$ cat src/rtl/bcd_seg7_scan.sv
// Multiplexed common-anode 7-segment driver for a packed BCD result.
// Leading-zero blanking, decimal point, anti-ghost blank window, and tear-free frame updates.
module bcd_seg7_scan #(
    parameter int DIGITS    = 7,
    parameter int SCAN_DIV  = 100000,
    parameter int BLANK_CYC = 2000
) (
    input  logic                  clk,
    input  logic                  rst,
    input  logic [4*DIGITS-1:0]   bcd_in,
    input  logic                  bcd_valid,
    input  logic [2:0]            dp_pos,
    output logic [6:0]            seg_n,
    output logic                  dp_n,
    output logic [DIGITS-1:0]     dig_n,
    output logic                  frame_tick
);

    localparam int CNT_W = $clog2(SCAN_DIV);
    localparam int IDX_W = (DIGITS > 1) ? $clog2(DIGITS) : 1;
    localparam logic [CNT_W-1:0] CNT_LAST  = CNT_W'(SCAN_DIV - 1);
    localparam logic [CNT_W-1:0] CNT_BLANK = CNT_W'(BLANK_CYC);
    localparam logic [IDX_W-1:0] IDX_LAST  = IDX_W'(DIGITS - 1);

    typedef enum logic {PH_BLANK, PH_DRIVE} phase_e;

    function automatic logic [6:0] seg7_decode(input logic [3:0] nib);
        case (nib)
            4'd0:    return 7'h40;
            4'd1:    return 7'h79;
            4'd2:    return 7'h24;
            4'd3:    return 7'h30;
            4'd4:    return 7'h19;
            4'd5:    return 7'h12;
            4'd6:    return 7'h02;
            4'd7:    return 7'h78;
            4'd8:    return 7'h00;
            4'd9:    return 7'h10;
            default: return 7'h3F;
        endcase
    endfunction

    logic [CNT_W-1:0]    cnt_q, cnt_d;
    logic [IDX_W-1:0]    idx_q, idx_d;
    logic [4*DIGITS-1:0] shadow_q, shadow_d;
    logic [2:0]          shadow_dp_q, shadow_dp_d;
    logic [4*DIGITS-1:0] disp_q, disp_d;
    logic [2:0]          disp_dp_q, disp_dp_d;
    logic [6:0]          seg_n_q, seg_n_d;
    logic                dp_n_q, dp_n_d;
    logic [DIGITS-1:0]   dig_n_q, dig_n_d;
    logic                tick_q, tick_d;

    logic       slot_end;
    logic       frame_end;
    phase_e     phase;
    logic [3:0] nib;
    logic       upper_zero;
    logic       dp_valid;
    logic       digit_blank;

    always_comb begin
        // NOTE: every combinational output gets a default first so no path infers a latch.
        slot_end    = (cnt_q == CNT_LAST);
        frame_end   = slot_end && (idx_q == IDX_LAST);
        cnt_d       = slot_end ? '0 : cnt_q + 1'b1;
        idx_d       = idx_q;
        if (slot_end) begin
            idx_d = (idx_q == IDX_LAST) ? '0 : idx_q + 1'b1;
        end

        shadow_d    = bcd_valid ? bcd_in : shadow_q;
        shadow_dp_d = bcd_valid ? dp_pos : shadow_dp_q;
        // The display copy takes the pre-edge shadow, so a frame never mixes two values.
        disp_d      = frame_end ? shadow_q : disp_q;
        disp_dp_d   = frame_end ? shadow_dp_q : disp_dp_q;

        phase      = (cnt_q < CNT_BLANK) ? PH_BLANK : PH_DRIVE;
        nib        = 4'd0;
        upper_zero = 1'b1;
        for (int j = 0; j < DIGITS; j++) begin
            if (IDX_W'(j) == idx_q) nib = disp_q[4*j +: 4];
            if (IDX_W'(j) >= idx_q && disp_q[4*j +: 4] != 4'd0) upper_zero = 1'b0;
        end
        dp_valid    = int'(disp_dp_q) < DIGITS;
        digit_blank = (idx_q != '0) && upper_zero
                      && !(dp_valid && int'(idx_q) <= int'(disp_dp_q));

        seg_n_d = 7'h7F;
        dp_n_d  = 1'b1;
        dig_n_d = '1;
        if (phase == PH_DRIVE && !digit_blank) begin
            dig_n_d = ~(DIGITS'(1) << idx_q);
            seg_n_d = seg7_decode(nib);
            dp_n_d  = !(int'(idx_q) == int'(disp_dp_q));
        end
        tick_d = (cnt_q == '0) && (idx_q == '0);
    end

    // NOTE: sequential state uses non-blocking assignments only; the data registers are
    // reset too, because the first frame after reset must read as "0".
    always_ff @(posedge clk or posedge rst) begin
        if (rst) begin
            cnt_q       <= '0;
            idx_q       <= '0;
            shadow_q    <= '0;
            shadow_dp_q <= 3'd7;
            disp_q      <= '0;
            disp_dp_q   <= 3'd7;
            seg_n_q     <= 7'h7F;
            dp_n_q      <= 1'b1;
            dig_n_q     <= '1;
            tick_q      <= 1'b0;
        end else begin
            cnt_q       <= cnt_d;
            idx_q       <= idx_d;
            shadow_q    <= shadow_d;
            shadow_dp_q <= shadow_dp_d;
            disp_q      <= disp_d;
            disp_dp_q   <= disp_dp_d;
            seg_n_q     <= seg_n_d;
            dp_n_q      <= dp_n_d;
            dig_n_q     <= dig_n_d;
            tick_q      <= tick_d;
        end
    end

    assign seg_n      = seg_n_q;
    assign dp_n       = dp_n_q;
    assign dig_n      = dig_n_q;
    assign frame_tick = tick_q;

endmodule

$ cat config.mk
export PLATFORM = sky130hd
export DESIGN_NAME = bcd_seg7_scan
export DESIGN_NICKNAME = d
export VERILOG_FILES = /design/src/rtl/bcd_seg7_scan.sv
export SDC_FILE = /design/constraint.sdc
export NUM_CORES = 1
export LEC_CHECK = 0
export ABC_AREA = 1
export BUFFER_PORTS_ARGS = -buffer_cell sky130_fd_sc_hd__clkbuf_2
export CAP_MARGIN = 5
export CORE_MARGIN = 2
export CORE_UTILIZATION = 59
export CTS_CLUSTER_DIAMETER = 150
export DETAILED_ROUTE_END_ITERATION = 10
export GPL_TIMING_DRIVEN = 0
export PLACE_DENSITY = 0.85
export SKIP_LAST_GASP = 1
export SLEW_MARGIN = 20
export SYNTH_ARGS = -nofsm -noshare
export SYNTH_HDL_FRONTEND = slang
export SYNTH_SLANG_ARGS = --single-unit
$ cat constraint.sdc
create_clock -name clk -period 5.2 [get_ports clk]
set_input_delay 0.26 -clock clk [delete_from_list [all_inputs] [get_ports clk]]
set_output_delay 0.26 -clock clk [all_outputs]
set_load 0.05 [all_outputs]
== After elaboration in Yosys (flattened, before gate mapping) ==
Memory sizes are Yosys's and may differ from the RTL's.
Index checks and enable logic that the tools add are counted.
Word-level totals
  bits in registers: 98
  memory bits (read-only): 112
  input bits: 34
  logic and storage cells: 80
  memories kept: 1
Operators by class
  add/subtract/negate cells: 2
  magnitude comparators: 10
  eq/ne operators: 9
  shifts and indexed selects: 1
  mux-type cells: 20
  bitwise gates (word level): 1
  reduce and logical (&&, ||, !) cells: 26
Memory list
  (no name shown): depth 16, bits a word 7, read ports 1, clocked after memory_dff 0, write ports 0, RTL line 28  | case (nib)
Operators with widths (count)
  4-bit two-way mux: 7
  4-bit nonzero test: 7
  17-bit by 1-bit adder with 17-bit output, second input constant: 1
  17-bit == test, second input constant: 1
  17-bit zero test: 1
  17-bit by 11-bit < comparator with 1-bit output, second input constant: 1
  17-bit two-way mux: 1
  7-bit two-way mux: 2
  1-bit logical AND: 13
  3-bit == test, first input constant: 3
  3-bit greater-or-equal comparator, first input constant: 3
  1-bit two-way mux: 9
  7-bit inverter: 1
  1-bit by 3-bit << shifter with 7-bit output, first input constant: 1
  2-bit by 3-bit == test with 1-bit output, first input constant: 2
  1-bit by 3-bit greater-or-equal comparator with 1-bit output, first input constant: 2
  2-bit by 3-bit greater-or-equal comparator with 1-bit output, first input constant: 2
  3-bit by 1-bit adder with 3-bit output, second input constant: 1
  1-bit by 3-bit == test with 1-bit output, first input constant: 1
  3-bit == test: 1
  3-bit == test, second input constant: 1
  3-bit less-or-equal comparator: 1
  1-bit zero test: 3
  3-bit zero test: 1
  other kinds (3): 3

== Longest topological paths before layout ==
  depth in word-level cells: 14
  mapped depth: 14
  gate-level depth less buffers: 13

== Least setup slack after synthesis ==
Ideal clock, no wire load.
  path kind: register to register
  start: register idx_q[1]
  end: register seg_n_q[3] (netlist: seg_n[3])
  library setup time: 83 ps
  arrival: 1873 ps
  required time: 5117 ps
  setup slack: 3243 ps
  cell stages (with the launch flop): 13
  buffers on the path: 1
  cell sequence: dfrtp_1 buf_2 inv_4 nand2_2 nor2_2 inv_2 or2_1 a21oi_1 inv_1 ha_1 nand2_1 nand3_1 nand3_1
On the way
  longest elaborated chain between the ends: 14
  elaborated cells between the ends (all ways): 45
  classes of those cells: order compare (8); eq/ne (6); mux (15); reduce/logical (15); memory (1)
Ends and longest elaborated chain
  start, declared: RTL line 44  | logic [IDX_W-1:0] idx_q, idx_d;
  start signal, assigned: RTL line 116  | idx_q <= idx_d;
  1-bit by 3-bit greater-or-equal comparator with 1-bit output: RTL line 83  | if (IDX_W'(j) >= idx_q && disp_q[4*j +: 4] != 4'd0) upper_zero = 1'b0;
  1-bit logical AND: RTL line 83
  1-bit two-way mux (7 in a row): RTL line 83
  1-bit logical AND: RTL line 86  | digit_blank = (idx_q != '0) && upper_zero
  1-bit logical AND: RTL line 87  | && !(dp_valid && int'(idx_q) <= int'(disp_dp_q));
  1-bit zero test: RTL line 92  | if (phase == PH_DRIVE && !digit_blank) begin
  1-bit logical AND: RTL line 92
  7-bit two-way mux (*): RTL line 92
  named net seg_n_d[3]: RTL line 49  | logic [6:0] seg_n_q, seg_n_d;
  end signal, assigned: RTL line 121  | seg_n_q <= seg_n_d;
  end, declared: RTL line 49
Mark *: on every way through the listed nets, which the timed path passes. The rest lies on a longest branch.
A chain may end at the register's enable or synchronous reset.

== Final worst setup path ==
  start: register idx_q[2]
  end: register seg_n_q[0] (netlist: seg_n[0])
Same word-level chain as after synthesis.

==> metrics.md <==
| Metric | Value |
|---|---|
| Post-CTS setup buffers | 0 |
| Initial antenna violation count | 0 |
| Area Overhead vs Synth | 13.0% |
| Pint | 1.09 mW |
| TNS Setup | 0 ns |
| Global-route wire length before repair | between 15000 and 20000 microns |
| Synth top area share | 39.7% |
| Crit path cell chain | buf_2 > nor2_1 > nand3b_1 > nand2_1 > nand4_1 > a21oi_1 > inv_1 > ha_1 > inv_1 > nand4_1 > nand3_1 > nand3_1 |
| Leakage power | 2.78 nW |
| CTS sink cnt | 98 |
| Top-count cell post-synth | nand2_1 |
| Crit path required time | 5.49 ns |
| TritonCTS clock tree | yes |
| Metal-1 WL | 4260 microns |
| Fillers | 659 |
| Critical path type | reg2reg |
| Mapped Nets | 596 |
| Worst Hold Class | in2reg |
| Worst Path Max Fanout | 10 |
| Final Hold Viols | 0 |
| Reg2reg setup slack | around 2.8 ns |
| Avg Cell Area, Syn | 8.80 sq um |
| Status | finished clean |
| Worst setup SP type | flop |
| Sequential cell area fraction in the yosys report | roughly half |
| Diodes inserted | 0 |
| DRT Pass-1 Iters | 5 |
| Synth async-reset ratio | 100% |
| Combinational share of power | between 5 and 6% |
| Net Switching | 0.303 mW |
| Max Used Layer | met4 |
| Post-synth EDFFs | 0 |
| CTS Buf Count | 9 |
| Routability Congestion | 0.934 |
| Placed cell count | 705 |
| Switching Fraction | around 22% |
| Number of remaining DRC errors | 0 |
| Number of distinct library cells after synthesis | between 40 and 50 |
| # Max-Cap Violations | 0 |
| Arrival time worst endpoint | 2.68 ns |
| Slew Viols, Final | 0 |
| DR WL/cell | 13.8 microns |
| Fmax | 419 MHz |
| Met2 wire len | 5070 microns |
| Sequential power share | a little under three fifths |
| CTS max path bufs | 2 |
| # rows | 33 |
| #FFs+latches synth | between 90 and 100 |
| DRT iter0 DRCs | approximately 230 |
| Placed Area | 5250 sq um |
| Slowest cell delay on critical path | 0.42 ns |
| Largest net degree at the start of global routing | 60 |
| Die X | 94.7 microns |
| Design Area, Final | 5480 sq um |
| Pin slew with the least headroom to its limit | 0.448 ns |
| Core ar. | 8090 sq um |
| PwrDens | 255 nW/um^2 |
| Crit path time final | 2.38 ns |
| Final period utilization | a little under half |
| Leading post-synthesis cells by cell area | dfrtp_1 40%, dfstp_2 11%, nand2_1 8.7% |
| Vias per inst | about 5.4 |
| Number of nets in the layout | 657 |
| CTS Root Buffer Type | clkbuf_8 |
| Non-filler cells, final | 722 |
| Die area | 8960 sq um |
| Final setup vio count | 0 |
| Post-Route WL | 9960 microns |
| Worst-path clk slew | 0.09 ns |
| Clock Power Share | 38.2% |
| Grt ovf | 0 |
| Share of layout cells above drive strength 1 | 28.5% |
| Post-DP HPWL | 7310 microns |
| Initial Util | 59.9% |
| Crit path max-delay cell type | dfrtp_1 |
| Final worst-path setup slack | 2.82 ns |
| Synth cell count leaders | 112 x nand2_1, 77 x dfrtp_1, 74 x inv_1 |
| Port Buffers | between 40 and 50 |
| Finished Core Util | 67.7% |
| Syn Std Cell Area | 4850 sq um |
| RSZ-0062 raised after global routing | false |
| Top_reg_cell synth | dfrtp_1 |
| Met3 routed WL | 417 microns |
| Via count | 3868 |
| Worst setup EP type | flop |
| Area leader, netlist | dfrtp_1 |
| Gr usage total | 24.1% |
| Clk_lat worst skew | 0.36 ns |
| FF/Latch Area | about 2500 sq um |
| H-tree depth | 3 |
| Ports | 50 |
| Area occupied by multi-input gates | 1940 sq um |
| Remaining antenna violation count after routing | 0 |
| Number of global-route vias before repair | 3727 |
| Clock Skews | 0.0106 ns |
| Number of synthesis warnings | 0 |
| Worst VDD drop | 0.000147 V |
| Post_cts resized | 0 |
| Post-Syn Instances | 551 |
| Slew HR | 70.2% |
| Die height | 94.7 microns |
| Dpl ws | 2.89 ns |
==> final timing paths <==
check | start | depth (start not counted) | end
hold / removal | bcd_in[22] | 3 | shadow_q[22]
setup reg to reg | idx_q[2] | 12 | seg_n[0]
min in group asynchronous | rst | 3 | cnt_q[0]
setup / recovery | idx_q[2] | 12 | seg_n[0]
hold reg to reg | disp_dp_q[0] | 2 | disp_dp_q[0]
max in group asynchronous | rst | 4 | shadow_dp_q[2]
==> stage by stage <==
step	hold slack (ns)	power, mW
floorplan	0.375	0.847
global placement	0.462	0.869
detailed placement	0.279	0.877
CTS	0.0937	1.40
global route	0.101	1.45
finish	0.0944	1.39
==> routing by layer <==
layer,GRT usage [%],vias to the layer above
met5,0,-
met4,9.90,0
met3,4.15,24
met2,40.4,99
met1,31.3,1872
li1,-,1873
==> cell type report <==
class | count | area share, %
Clock inverter | 3 | 1.19
Timing Repair Buffer | 50 | 5.07
Clock buffer | 13 | 2.72
Tap cell | 105 | 2.40
Inverter | 81 | 5.71
Buffer | 18 | 2.17
Sequential cell | 98 | 45.2
Multi-Input combinational cell | 354 | 35.5
==> cell usage in the layout, fill, tap and decap left out, drive strengths merged <==
master and count:
a211oi 1, a21oi 6, a31oi 1, a32o 1, and3 1, buf 12, bufinv 2, clkbuf 68
clkinv 3, dfrtp 77, dfstp 21, dlygate4sd3 1, ha 11, inv 79, nand2 146, nand3 30
nand3b 1, nand4 12, nor2 47, nor3 8, nor3b 1, nor4 3, o211a 1, o21ai 75
o21bai 1, o221ai 1, o31ai 1, or2 3, xnor2 1, xor2 2
==> power groups by stage <==
stage	registers (mW)	logic (mW)	clock network (mW)
after floorplan	0.803	0.0432	0
after global placement	0.804	0.0651	0
after detailed placement	0.805	0.0718	0
after CTS	0.790	0.0728	0.538
after global routing	0.793	0.0820	0.574
final	0.791	0.0706	0.533
==> cell families after synthesis <==
group,Yosys count,share of synthesized area [%]
adders and majority gates,11,2.84
and+or+nand+nor,252,24.7
buffers and inverters,99,8.80
xor gates and xnor gates,3,0.542
DFF,98,51.1
AOI/OAI and AO/OA,88,12.0
==> critical path, delay by kind of cell (launching register included) <==
family / cells / cell delay, ns
AOI/OAI and AO/OA: 1 / 0.39
adders and majority gates: 1 / 0.21
buffers and inverters: 3 / 0.41
DFF: 1 / 0.42
and+or+nand+nor: 7 / 0.89
==> flip-flops by register name, indices dropped and copies added, names as in the netlist <==
name	flops
disp_dp_q	3
dp_n	1
disp_q	28
shadow_dp_q	3
idx_q	3
dig_n	7
seg_n	7
frame_tick	1
cnt_q	17
shadow_q	28
==> what timing repair did <==
item,4_1_cts,5_1_grt
hold buffers,1,0
endpoints found under the hold margin,24,0
endpoints found under the setup margin,0,0
Note: power is estimated with default switching activity, not from simulation.
